===== src/rtl/sync_fifo_v2.sv =====
// sync_fifo_v2 -- single-clock FIFO with arbitrary depth and an optional
// first-word-fall-through read side.
//
// Parameters
//   WIDTH      data word width in bits (1..256)
//   DEPTH      capacity in words (2..32768, any integer)
//   FWFT       0 = standard read (word appears 1 cycle after i_rd_en),
//              1 = first-word-fall-through (head word always presented)
//   AF_THRESH  o_almost_full  asserts when o_count >= AF_THRESH
//   AE_THRESH  o_almost_empty asserts when o_count <= AE_THRESH
//
// Ports
//   i_clk, i_rst        clock (rising edge), synchronous active-high reset
//   i_data, i_wr_en     write side
//   o_full              o_count == DEPTH
//   o_almost_full       o_count >= AF_THRESH
//   o_wr_err            1-cycle pulse: write requested while full
//   i_rd_en             read request (standard) / pop (FWFT)
//   o_data, o_valid     read data and its qualifier
//   o_empty             standard: o_count == 0; FWFT: !o_valid
//   o_almost_empty      o_count <= AE_THRESH
//   o_rd_err            1-cycle pulse: read requested with nothing to read
//   o_count             words held, including the FWFT output register
//   o_parity_err        parity mismatch on the presented word
//
// Optional feature macro: SYNC_FIFO_V2_PARITY_EN
//   defined   -> RAM stores an even-parity bit per word and o_parity_err
//                reports a mismatch on the presented word while o_valid = 1
//   undefined -> RAM is WIDTH bits wide and o_parity_err is tied to 0
//
// Handshake: a write is accepted when i_wr_en && !o_full; a read is accepted
// when i_rd_en && (standard: o_count != 0, FWFT: o_valid). Both decisions use
// the state before the clock edge, so a same-cycle read never frees room for
// a rejected write and a same-cycle write never satisfies a rejected read.

module sync_fifo_v2 #(
  parameter int WIDTH     = 16,
  parameter int DEPTH     = 16,
  parameter int FWFT      = 0,
  parameter int AF_THRESH = DEPTH - 2,
  parameter int AE_THRESH = 1
) (
  input  logic                       i_clk,
  input  logic                       i_rst,
  input  logic [WIDTH-1:0]           i_data,
  input  logic                       i_wr_en,
  output logic                       o_full,
  output logic                       o_almost_full,
  output logic                       o_wr_err,
  input  logic                       i_rd_en,
  output logic [WIDTH-1:0]           o_data,
  output logic                       o_valid,
  output logic                       o_empty,
  output logic                       o_almost_empty,
  output logic                       o_rd_err,
  output logic [$clog2(DEPTH+1)-1:0] o_count,
  output logic                       o_parity_err
);

  localparam int ADDR_W = $clog2(DEPTH);
  localparam int CNT_W  = $clog2(DEPTH + 1);
`ifdef SYNC_FIFO_V2_PARITY_EN
  localparam int RAM_W  = WIDTH + 1;
`else
  localparam int RAM_W  = WIDTH;
`endif

  localparam logic [ADDR_W-1:0] LAST_ADDR = ADDR_W'(DEPTH - 1);
  localparam logic [CNT_W-1:0]  FULL_CNT  = CNT_W'(DEPTH);
  localparam logic [CNT_W-1:0]  AF_CNT    = CNT_W'(AF_THRESH);
  localparam logic [CNT_W-1:0]  AE_CNT    = CNT_W'(AE_THRESH);

  logic [RAM_W-1:0]  ram [DEPTH];
  logic [ADDR_W-1:0] wr_ptr;
  logic [ADDR_W-1:0] rd_ptr;
  logic [RAM_W-1:0]  wr_word;
  logic [RAM_W-1:0]  rd_word;

  logic wr_ok;        // write accepted this cycle
  logic rd_ok;        // read / pop accepted this cycle
  logic rd_reject;    // read requested but nothing to read
  logic ram_wr;       // accepted write lands in RAM (not bypassed)
  logic load_ram;     // output register takes the RAM head word
  logic load_bypass;  // output register takes i_data directly (FWFT, empty)

  // Pointers wrap explicitly at DEPTH-1 so any depth works.
  function automatic logic [ADDR_W-1:0] next_ptr(input logic [ADDR_W-1:0] p);
    return (p == LAST_ADDR) ? '0 : p + ADDR_W'(1);
  endfunction

  assign o_full         = (o_count == FULL_CNT);
  assign o_almost_full  = (o_count >= AF_CNT);
  assign o_almost_empty = (o_count <= AE_CNT);
  assign o_empty        = (FWFT != 0) ? !o_valid : (o_count == '0);

`ifdef SYNC_FIFO_V2_PARITY_EN
  assign wr_word = {^i_data, i_data};
`else
  assign wr_word = i_data;
`endif
  assign rd_word = ram[rd_ptr];

  always_comb begin
    wr_ok       = i_wr_en && !o_full;
    ram_wr      = wr_ok;
    rd_ok       = 1'b0;
    rd_reject   = 1'b0;
    load_ram    = 1'b0;
    load_bypass = 1'b0;
    if (FWFT != 0) begin
      rd_ok     = i_rd_en && o_valid;
      rd_reject = i_rd_en && !o_valid;
      // Output register needs a new word when it is empty or being popped.
      // RAM holds o_count - o_valid words; prefer RAM to keep ordering, and
      // only bypass straight from i_data when RAM is empty.
      if (!o_valid || rd_ok) begin
        if (o_count != {{(CNT_W-1){1'b0}}, o_valid}) begin
          load_ram = 1'b1;
        end else if (wr_ok) begin
          load_bypass = 1'b1;
          ram_wr      = 1'b0;
        end
      end
    end else begin
      rd_ok     = i_rd_en && (o_count != '0);
      rd_reject = i_rd_en && (o_count == '0);
      load_ram  = rd_ok;
    end
  end

  // RAM contents are intentionally not reset.
  always_ff @(posedge i_clk) begin
    if (ram_wr) begin
      ram[wr_ptr] <= wr_word;
    end
  end

  always_ff @(posedge i_clk) begin
    if (i_rst) begin
      wr_ptr   <= '0;
      rd_ptr   <= '0;
      o_count  <= '0;
      o_data   <= '0;
      o_valid  <= 1'b0;
      o_wr_err <= 1'b0;
      o_rd_err <= 1'b0;
    end else begin
      if (ram_wr) begin
        wr_ptr <= next_ptr(wr_ptr);
      end
      if (load_ram) begin
        rd_ptr <= next_ptr(rd_ptr);
      end
      if (wr_ok && !rd_ok) begin
        o_count <= o_count + CNT_W'(1);
      end else if (!wr_ok && rd_ok) begin
        o_count <= o_count - CNT_W'(1);
      end
      if (load_ram) begin
        o_data <= rd_word[WIDTH-1:0];
      end else if (load_bypass) begin
        o_data <= i_data;
      end
      // Standard mode: o_valid is a one-cycle strobe per accepted read.
      // FWFT: o_valid only changes when the register is refilled or drained.
      if (FWFT == 0 || !o_valid || rd_ok) begin
        o_valid <= load_ram || load_bypass;
      end
      o_wr_err <= i_wr_en && o_full;
      o_rd_err <= rd_reject;
    end
  end

`ifdef SYNC_FIFO_V2_PARITY_EN
  logic par_q;  // stored parity travelling alongside o_data

  always_ff @(posedge i_clk) begin
    if (i_rst) begin
      par_q <= 1'b0;
    end else if (load_ram) begin
      par_q <= rd_word[WIDTH];
    end else if (load_bypass) begin
      par_q <= ^i_data;
    end
  end

  assign o_parity_err = o_valid && (par_q ^ (^o_data));
`else
  assign o_parity_err = 1'b0;
`endif

endmodule


===== config.mk =====
export PLATFORM = sky130hd
export DESIGN_NAME = sync_fifo_v2
export DESIGN_NICKNAME = d
export VERILOG_FILES = /design/src/rtl/sync_fifo_v2.sv
export SDC_FILE = /design/constraint.sdc
export NUM_CORES = 1
export LEC_CHECK = 0
export BUFFER_PORTS_ARGS = -buffer_cell sky130_fd_sc_hd__buf_2
export CORE_UTILIZATION = 55
export DETAILED_ROUTE_END_ITERATION = 12
export GPL_TIMING_DRIVEN = 0
export HOLD_SLACK_MARGIN = 0.03
export PLACE_DENSITY = 0.76
export SLEW_MARGIN = 20
export SYNTH_ARGS = -nofsm -noshare
export SYNTH_HDL_FRONTEND = slang
export SYNTH_SLANG_ARGS = --single-unit

===== constraint.sdc =====
create_clock -name i_clk -period 2.9 [get_ports i_clk]
set_clock_uncertainty 0.15 [all_clocks]
set_input_delay 0.725 -clock i_clk [delete_from_list [all_inputs] [get_ports i_clk]]
set_output_delay 0.725 -clock i_clk [all_outputs]
set_load 0.01 [all_outputs]

## Yosys cells after proc, flatten, opt, wreduce, memory -nomap -nowiden

Memory sizes are Yosys's and may differ from the RTL's. A register that Yosys moved wholly into a read port is not among the register bits.
Index checks and enable logic that the tools add are counted.

| operators by class | value |
|---|---|
| $add $sub $neg | 4 |
| magnitude comparators | 2 |
| eq/ne operators | 3 |
| muxes and demuxes | 6 |
| reductions and logical operators | 12 |

Operators by type and width:

| cell | count |
|---|---|
| 2-to-1 mux 5 bit | 2 |
| adder 4 x 1 -> 4 bit, second input constant | 2 |
| equality test 4 bit, second input constant | 2 |
| 2-to-1 mux 4 bit | 2 |
| logical AND 1 bit | 6 |
| adder 5 x 1 -> 5 bit, second input constant | 1 |
| equality test 5 bit, second input constant | 1 |
| greater-or-equal comparator 5 x 4 -> 1 bit, second input constant | 1 |
| less-or-equal comparator 5 x 1 -> 1 bit, second input constant | 1 |
| zero test 5 bit | 1 |
| nonzero test 5 bit | 1 |
| subtractor 5 x 1 -> 5 bit, second input constant | 1 |
| zero test 1 bit | 3 |
| 2-to-1 mux 1 bit | 2 |
| nonzero test 2 bit | 1 |

| word-level totals | value |
|---|---|
| flip-flop bits (word level) | 16 |
| RAM bits | 256 |
| bits of input ports | 20 |
| word-level logic and storage cells | 34 |
| memories | 1 |

Memories:

| memory | words | bits a word | read ports | clocked after Yosys merged registers in | wr ports | RTL line | RTL |
|---|---|---|---|---|---|---|---|
| ram | 16 | 16 | 1 | 1 | 1 | 73 | `logic [RAM_W-1:0] ram [DEPTH];` |

## Depth between registers and ports, before layout

Gate-level depths: netlist of the first run.

| depth | value |
|---|---|
| word-level depth | 7 |
| mapped depth | 11 |

## Worst setup path before layout of the first run

OpenSTA, ideal clock, no wires.

| timing path | value |
|---|---|
| path type | flip-flop to flip-flop |
| from | register o_count[0] |
| to | memory ram[0][0] (netlist name) (enable) |
| library setup time | 0.409 ns |
| data arrival time | 2.480 ns |
| data required time | 2.341 ns |
| path slack | -0.139 ns |
| cell stages (with the launch flop) | 8 |
| period minus slack after synthesis | 3.039 ns |
| cell sequence | dfxtp_1 -> inv_1 -> ha_1 -> nand4bb_1 -> and2_1 -> buf_2 -> nand2_1 -> nor3_1 |

| between the ends | value |
|---|---|
| cells in the longest elaborated chain, start to end | 5 |

RTL lines:

| element | RTL line | RTL |
|---|---|---|
| from (decl) | 56 | `output logic [$clog2(DEPTH+1)-1:0] o_count,` |
| from (signal assigned) | 155 | `o_count <= o_count + CNT_W'(1);` |
| from (signal assigned) | 157 | `o_count <= o_count - CNT_W'(1);` |
| equality test 5 bit | 91 | `assign o_full = (o_count == FULL_CNT);` |
| zero test 1 bit | 104 | `wr_ok = i_wr_en && !o_full;` |
| logical AND 1 bit | 104 |  |
| net ram_wr | 82 | `logic ram_wr;` |
| 2-to-1 mux 1 bit | 133 | `if (ram_wr) begin` |
| 2-to-1 mux 1 bit (implied by the code) | 134 | `ram[wr_ptr] <= wr_word;` |
| to (decl) | 73 |  |

The timed path passes the listed nets, and every way through them passes these cells.

## Final worst setup path of the first run

| timing path | value |
|---|---|
| from | register o_count[0] |
| to | output o_empty |

| between the ends | value |
|---|---|
| cells in the longest elaborated chain, start to end | 1 |

RTL lines:

| element | RTL line | RTL |
|---|---|---|
| zero test 5 bit | 94 | `assign o_empty = (FWFT != 0) ? !o_valid : (o_count == '0);` |
| to (decl) | 53 | `output logic o_empty,` |

No other way between the ends.

==> results of run 1 <==
cells in the mapped netlist (all sizes together) (3+ instances only):
cell type / n / area (µm²)
ha: 11 / 137.6
a21oi: 8 / 40.04
dfxtp: 32 / 640.6
buf: 23 / 162.7
nor3: 6 / 30.03
mux2i: 36 / 360.4
nand2: 7 / 33.78
nand2b: 3 / 18.77
nor2: 24 / 90.09
nand3b: 16 / 120.1
xor2: 4 / 35.03
inv: 6 / 22.52
o221ai: 16 / 202.7
edfxtp: 256 / 7687
clkbuf: 11 / 41.29
mux4: 64 / 1441
registers in the layout, summed over array words and instances, names as in the netlist:
register and count:
ram 256, o_data 16, o_count 5, rd_ptr 4, wr_ptr 4, o_rd_err 1
o_valid 1, o_wr_err 1
worst min-delay path by stage:
stage | startpoint | to
floorplan | o_data[0]$_SDFFE_PP0P_ | o_data[0]$_SDFFE_PP0P_
detailed placement | o_data[0]$_SDFFE_PP0P_ | o_data[0]$_SDFFE_PP0P_
finish | i_wr_en | o_wr_err$_SDFF_PP0_
global route | i_wr_en | o_wr_err$_SDFF_PP0_
CTS | i_wr_en | o_wr_err$_SDFF_PP0_
global placement | o_data[2]$_SDFFE_PP0P_ | o_data[2]$_SDFFE_PP0P_
metrics by stage:
stage               instances  setup TNS, ns  total power (µW)
detailed placement        874       -0.08838              6776
floorplan                 549              0              6140
finish                    927              0             10390
CTS                       926              0             10410
global route              927              0             10720
global placement          861        -136.80              6678
routing by layer:
metal,vias up,part of all wire,global-route usage
met2,245,0.52,0.4231
li1,2434,-,-
met5,-,0,0
met3,46,0.067,0.03553
met1,3010,0.40,0.3321
met4,0,0.021,0.06579
cells by family (layout without fill, tap and decap cells):
logic type	after synthesis	count (layout)	share of synthesized area
adders and majority gates	11	11	0.01222
other	1	1	0.0003329
and+or+nand+nor	72	72	0.03721
buffers and inverters	40	153	0.02011
DFF	288	288	0.7394
xor gates and xnor gates	6	6	0.004666
muxes	100	100	0.1600
AOI/OAI and AO/OA	31	31	0.02611
area by class of cell:
type	count	area [µm²]	share of cell area
Buffer	33	200.2	0.01533
Tap cell	265	331.6	0.02539
Multi-Input combinational cell	221	2806	0.2149
Timing Repair Buffer	62	422.9	0.03239
Clock buffer	38	789.5	0.06046
Inverter	6	22.52	0.001725
Sequential cell	288	8333	0.6382
Clock inverter	14	151.4	0.01159
power breakdown:
part           internal, µW  total (µW)  switching (µW)
registers              4730        4860             127
logic                   825        1850            1030
clock network          2170        3680            1510
total                  7730       10400            2670
timing repair:
item	in CTS	in global routing
resized for setup	2	6
buffers inserted	0	2
setup endpoints to repair	26	53
pin swaps	0	1
==> tab_implementation.tex, run 1 <==
\begin{tabular}{lr}
\hline
Metric & Value \\
\hline
\multicolumn{2}{l}{\textbf{Outcome}} \\
\quad Run status & finished, final reports clean \\
\multicolumn{2}{l}{\textbf{Synthesis}} \\
\quad Async set or reset register ratio after synthesis & 0 \\
\quad Number of unique standard cell types used by synthesis & 42 \\
\quad Count of warnings emitted by yosys & 0 \\
\quad Leading register cell type out of synthesis & sky130\_fd\_sc\_hd\_\_edfxtp\_1 \\
\quad Portion of the post-synthesis area used by sequential elements & 0.7394 \\
\quad Cell count after synthesis & 549 \\
\quad Mapped cell area & 11260 µm² \\
\quad Synth Register Bits & 288 \\
\quad Net count of the mapped netlist & 580 \\
\quad Avg Inst Size Synth & 20.52 µm² \\
\quad Number of enable flip-flop cells after synthesis & 256 \\
\multicolumn{2}{l}{\textbf{Global routing}} \\
\quad Wire length of the first global-routing pass & 37870 µm \\
\quad Largest net degree at the start of global routing & 17 \\
\quad Global router's overall resource usage & 0.2463 \\
\quad Antenna violations before repair & 0 \\
\quad Via count of the first global-routing pass & 5990 \\
\quad Global-route congestion overflow total & 0 \\
\multicolumn{2}{l}{\textbf{Final layout}} \\
\quad Ant diodes & 0 \\
\quad Most frequent cells in the layout & sky130\_fd\_sc\_hd\_\_edfxtp\_1, sky130\_fd\_sc\_hd\_\_mux4\_2, sky130\_fd\_sc\_hd\_\_buf\_2 \\
\quad Utilization after layout & 0.6601 \\
\quad \# fillers & 1309 \\
\quad Count of nets after finishing & 671 \\
\quad Most common cell after layout, fill and taps aside & sky130\_fd\_sc\_hd\_\_edfxtp\_1 \\
\quad Share of final-layout standard cells stronger than drive strength 1 & 0.3429 \\
\quad Area overhead of the layout relative to synthesis & 15.93\% \\
\quad Cell area after layout & 13060 µm² \\
\multicolumn{2}{l}{\textbf{Clocking}} \\
\quad Clock tree from TritonCTS & done \\
\quad CTS Hold Buffers Added & 0 \\
\quad Clock latency on the worst-skew pair & 0.54 ns \\
\quad H-tree depth & 1 \\
\quad Root cell of the clock tree & sky130\_fd\_sc\_hd\_\_clkbuf\_16 \\
\quad Num CTS Buffers & 28 \\
\quad Clock transition at the register clock pins on the worst setup and hold paths after CTS & 0.06 ns \\
\quad Number of clock sinks seen by CTS & 288 \\
\quad Clk buf depth & 3 \\
\multicolumn{2}{l}{\textbf{Detailed routing}} \\
\quad Average routed wire per standard cell & 27.13 µm \\
\quad Drt first pass iters & 8 \\
\quad Vias per inst & 6.187 \\
\quad DRC viols & 0 \\
\quad Total Wirelength & 25150 µm \\
\quad Total via count after detailed routing & 5735 \\
\quad Count of nets left with antenna violations after detail routing & 0 \\
\quad Drt initial violations & 519 \\
\multicolumn{2}{l}{\textbf{Place}} \\
\quad DP Wirelength & 15850 µm \\
\quad Placement-stage cell area & 12090 µm² \\
\quad Gp weighted congestion & 0.8144 \\
\quad Pre-CTS WS & -0.08838 ns \\
\quad Total of buffers placed on input and output ports & 47 \\
\multicolumn{2}{l}{\textbf{STA}} \\
\quad Post-route minimum period & 2.837 ns \\
\quad Share of the clock period used by the worst path after layout & 0.9783 \\
\quad Setup-failing EPs final & 0 \\
\quad Transition time of the tightest slew-check pin & 1.055 ns \\
\quad Number of pins exceeding their max-slew limit in the final report & 0 \\
\quad Final Hold Viols & 0 \\
\quad Crit path setup slack, layout & 0.06292 ns \\
\quad Worst-case hold slack & 0.3145 ns \\
\quad Setup repair after global routing missed its margin & false \\
\quad Max-Slew Margin vs Limit & 0.2967 \\
\quad Fmax & 0.3525 GHz \\
\multicolumn{2}{l}{\textbf{Setup path}} \\
\quad Peak fanout along the critical path & 7 \\
\quad Maximum single-stage delay on the critical path & 0.46 ns \\
\quad Count of buffering cells on the critical path with inverters included & 4 \\
\quad CP startpoint kind & register \\
\quad Endpoint type of the worst setup path & primary output \\
\quad Capture point of the worst path & o\_empty \\
\quad Reg-to-reg slack, setup & 0.15 ns \\
\quad Worst r2r path cells & 10 \\
\quad Critical-path top delay cell & sky130\_fd\_sc\_hd\_\_or4b\_4 \\
\quad WP depth & 6 \\
\quad Cell type group with the largest total delay on the critical path & simple AND/OR/NAND/NOR gates \\
\quad Source of the critical timing path & o\_count[0]\$\_SDFFE\_PP0P\_ \\
\quad Path type of the worst setup path & reg2out \\
\quad R2r endpoint & o\_count[4]\$\_SDFFE\_PP0P\_ \\
\quad Sequence of cells on the critical path & inv\_2, ha\_2, or4b\_4, buf\_6, inv\_1, buf\_2 \\
\quad Required @ worst endpoint & 2.03 ns \\
\quad Arrival time at the worst endpoint & 1.96 ns \\
\quad Launch point of the worst reg-to-reg path & o\_count[0]\$\_SDFFE\_PP0P\_ \\
\multicolumn{2}{l}{\textbf{Floorplan}} \\
\quad Width of the die & 145.1 µm \\
\quad Area enclosed by the die boundary & 21060 µm² \\
\quad Floorplan row count & 51 \\
\quad Die H & 145.1 µm \\
\quad Starting utilization of the core area & 0.5694 \\
\quad Top-level port count & 49 \\
\quad Core area & 19780 µm² \\
\multicolumn{2}{l}{\textbf{Min path}} \\
\quad Type of the most critical hold path & in2reg \\
\quad Hold Path Depth & 2 \\
\multicolumn{2}{l}{\textbf{Run}} \\
\quad Number of max-cap violations & 0 \\
\multicolumn{2}{l}{\textbf{Pwr}} \\
\quad Power density cells & 796.0 nW/µm² \\
\quad Total leakage power & 0.004243 µW \\
\quad Max VDD drop & 0.0005299 V \\
\hline
\end{tabular}
Note: power is estimated with default switching activity, not from simulation.
==> inputs of run 2 (changes only) <==
CELL_PAD_IN_SITES_DETAIL_PLACEMENT = 1   (was unset)
CELL_PAD_IN_SITES_GLOBAL_PLACEMENT = 2   (was unset)
CORE_UTILIZATION = 43   (was 55)
==> run 2 against run 1 <==
Routed wire length grew 2.5%. Power shrank 2.0%. Utilization shrank 15 points. Register-to-register slack is essentially flat. First-iteration DRC count shrank 25%. Hold slack lost 0.016 ns. Clock power shrank 5%. Critical endpoint unchanged.
==> tab_implementation.tex, run 2 (synthesis results as in run 1) <==
\begin{tabular}{lr}
\hline
Metric & Value \\
\hline
\multicolumn{2}{l}{\textbf{Outcome}} \\
\quad Run status & finished, final reports clean \\
\multicolumn{2}{l}{\textbf{Floorplan}} \\
\quad Starting utilization of the core area & 0.4422 (-0.1272) \\
\quad Area enclosed by the die boundary & 26850 µm² (+27\%) \\
\quad Width of the die & 163.8 µm (+13\%) \\
\quad Top-level port count & 49 (unchanged) \\
\quad Die H & 163.8 µm (+13\%) \\
\quad Core area & 25470 µm² (+29\%) \\
\quad Floorplan row count & 58 (+14\%) \\
\multicolumn{2}{l}{\textbf{Setup path}} \\
\quad Cell type group with the largest total delay on the critical path & simple AND/OR/NAND/NOR gates \\
\quad Critical-path top delay cell & sky130\_fd\_sc\_hd\_\_or4b\_4 \\
\quad Path type of the worst setup path & reg2out \\
\quad WP depth & 5 (-1) \\
\quad CP startpoint kind & register \\
\quad Endpoint type of the worst setup path & primary output \\
\quad Required @ worst endpoint & 2.03 ns (about the same) \\
\quad Sequence of cells on the critical path & inv\_4, ha\_1, or4b\_4, inv\_1, buf\_2 \\
\quad Count of buffering cells on the critical path with inverters included & 3 (-1) \\
\quad Maximum single-stage delay on the critical path & 0.54 ns (+0.08 ns) \\
\quad Peak fanout along the critical path & 7 (unchanged) \\
\quad Worst r2r path cells & 10 (unchanged) \\
\quad Arrival time at the worst endpoint & 1.90 ns (-0.06 ns) \\
\multicolumn{2}{l}{\textbf{Global routing}} \\
\quad Antenna violations before repair & 0 (unchanged) \\
\quad Global router's overall resource usage & 0.2036 (-0.04273) \\
\quad Largest net degree at the start of global routing & 17 (unchanged) \\
\quad Global-route congestion overflow total & 0 (unchanged) \\
\quad Wire length of the first global-routing pass & 38940 µm (+2.8\%) \\
\quad Via count of the first global-routing pass & 6081 (+1.5\%) \\
\multicolumn{2}{l}{\textbf{Final layout}} \\
\quad Most frequent cells in the layout & sky130\_fd\_sc\_hd\_\_edfxtp\_1, sky130\_fd\_sc\_hd\_\_mux4\_2, sky130\_fd\_sc\_hd\_\_buf\_2 \\
\quad Filler-free cell count of the finished design & 986 (+6.4\%) \\
\quad Number of flip-flops in the largest register & 256 (unchanged) \\
\quad Largest registers in the final layout & ram x256, o\_data x16, o\_count x5 \\
\quad Utilization after layout & 0.5109 (-0.1492) \\
\quad Most common cell after layout, fill and taps aside & sky130\_fd\_sc\_hd\_\_edfxtp\_1 \\
\quad Count of nets after finishing & 664 (-1.0\%) \\
\quad Share of final-layout standard cells stronger than drive strength 1 & 0.3262 (-0.01668) \\
\quad Ant diodes & 0 (unchanged) \\
\quad Area overhead of the layout relative to synthesis & 15.54\% \\
\quad Largest register by flop count & ram \\
\multicolumn{2}{l}{\textbf{Pwr}} \\
\quad Internal power & 7505 µW (-2.9\%) \\
\quad Portion of total power attributed to sequential cells & 0.477 (+0.010) \\
\quad Power density cells & 783.0 nW/µm² (-1.6\%) \\
\quad Max VDD drop & 0.0005528 V (+4.3\%) \\
\quad Design Power & 10190 µW (-2.0\%) \\
\quad Switching Power & 2684 µW (+0.72\%) \\
\quad Sw frac & 0.2635 (+0.007036) \\
\quad Clock network fraction of total power & 0.344 (-0.010) \\
\quad Total leakage power & 0.004160 µW (-2.0\%) \\
\quad Proportion of power drawn by combinational gates & 0.178 (about the same) \\
\multicolumn{2}{l}{\textbf{STA}} \\
\quad Number of pins exceeding their max-slew limit in the final report & 0 (unchanged) \\
\quad Share of the clock period used by the worst path after layout & 0.9577 (-0.02062) \\
\quad Setup repair after global routing missed its margin & false \\
\quad Post-route minimum period & 2.777 ns (-0.05980 ns) \\
\quad Final Hold Viols & 0 (unchanged) \\
\quad Worst-case hold slack & 0.2984 ns (-0.01608 ns) \\
\quad Transition time of the tightest slew-check pin & 1.053 ns (-0.001826 ns) \\
\quad Setup-failing EPs final & 0 (unchanged) \\
\quad Fmax & 0.3601 GHz (+2.2\%) \\
\quad Total Neg Setup Slack & 0 ns (unchanged) \\
\quad Max-Slew Margin vs Limit & 0.2979 (+0.001217) \\
\multicolumn{2}{l}{\textbf{Clocking}} \\
\quad Clock latency on the worst-skew pair & 0.56 ns (+0.02 ns) \\
\quad Clock transition at the register clock pins on the worst setup and hold paths after CTS & 0.06 ns (about the same) \\
\quad Number of clock sinks seen by CTS & 288 (unchanged) \\
\quad H-tree depth & 1 (unchanged) \\
\quad Num CTS Buffers & 29 (+3.6\%) \\
\quad CTS Hold Buffers Added & 0 (unchanged) \\
\quad Clock tree from TritonCTS & done \\
\quad Root cell of the clock tree & sky130\_fd\_sc\_hd\_\_clkbuf\_16 \\
\quad Clk buf depth & 3 (unchanged) \\
\multicolumn{2}{l}{\textbf{Min path}} \\
\quad Type of the most critical hold path & in2reg \\
\quad Hold Path Depth & 2 (unchanged) \\
\multicolumn{2}{l}{\textbf{Run}} \\
\quad Number of max-cap violations & 0 (unchanged) \\
\multicolumn{2}{l}{\textbf{Detailed routing}} \\
\quad Total via count after detailed routing & 5495 (-4.2\%) \\
\quad Count of nets left with antenna violations after detail routing & 0 (unchanged) \\
\quad Total Wirelength & 25780 µm (+2.5\%) \\
\quad Drt first pass iters & 4 (-4) \\
\quad Average routed wire per standard cell & 26.15 µm (-3.6\%) \\
\quad Drt initial violations & 390 (-25\%) \\
\quad DRC viols & 0 (unchanged) \\
\quad Vias per inst & 5.573 (-9.9\%) \\
\multicolumn{2}{l}{\textbf{Place}} \\
\quad Total of buffers placed on input and output ports & 47 (unchanged) \\
\quad Number of placed instances, taps included & 933 (+6.8\%) \\
\quad DP Wirelength & 16450 µm (+3.8\%) \\
\quad Gp weighted congestion & 0.7583 (-6.9\%) \\
\hline
\end{tabular}
run 2: cell type report:
| class | count | area [µm²] |
|---|---|---|
| buffer | 32 | 187.7 |
| clock buffer | 38 | 769.5 |
| clock inverter | 16 | 115.1 |
| fill | 2262 | 12460 |
| inverter | 6 | 25.02 |
| multi-input combinational | 221 | 2830 |
| sequential | 288 | 8335 |
| tap | 330 | 412.9 |
| timing repair buffer | 55 | 337.8 |
run 2: routing by layer:
metal  wire length (µm)  track usage  vias up
met2              13340       0.3563      107
met5                  0            0        -
met1              11140       0.2694     2922
met3                840      0.02753       37
li1                   -            -     2429
met4                463      0.04924        0
run 2: power groups by stage:
stage	Combinational [µW]	Sequential (µW)	Clock, µW
after detailed placement	1850	4940	0
final	1810	4860	3510
after floorplan	1190	4950	0
after global placement	1750	4930	0
after global routing	1970	4880	3720
after CTS	1870	4860	3560
run 2: worst reg2reg max path: cells and delay by family (launching register included):
family                     cells  cell delay (ns)
DFF                            1             0.38
adders and majority gates      2             0.40
and+or+nand+nor                4             1.11
buffers and inverters          2             0.25
xor gates and xnor gates       1             0.14
AOI/OAI and AO/OA              1             0.19
run 2: timing repair:
| item | 4_1_cts | 5_1_grt |
|---|---|---|
| pin swaps | 1 | 0 |
| gates cloned | 0 | 0 |
| buffers inserted | 1 | 0 |
| endpoints found under the setup margin | 46 | 10 |
| resized for setup | 4 | 4 |
run 2: path summary, 6_finish.rpt:
path / startpoint / to / slack (ns)
hold / removal: i_wr_en / o_wr_err$_SDFF_PP0_ / 0.30
setup reg to reg: o_count[0]$_SDFFE_PP0P_ / o_count[4]$_SDFFE_PP0P_ / 0.15
setup / recovery: o_count[0]$_SDFFE_PP0P_ / o_empty / 0.12
hold reg to reg: o_data[11]$_SDFFE_PP0P_ / o_data[11]$_SDFFE_PP0P_ / 0.36
run 2: per-stage QoR:
step,setup slack (ns),cell area (µm²)
finish,0.1227,13010
global route,0.03622,13010
CTS,0.003418,13020
detailed placement,-0.1879,12110
global placement,-1.437,11930
floorplan,0.07344,11280
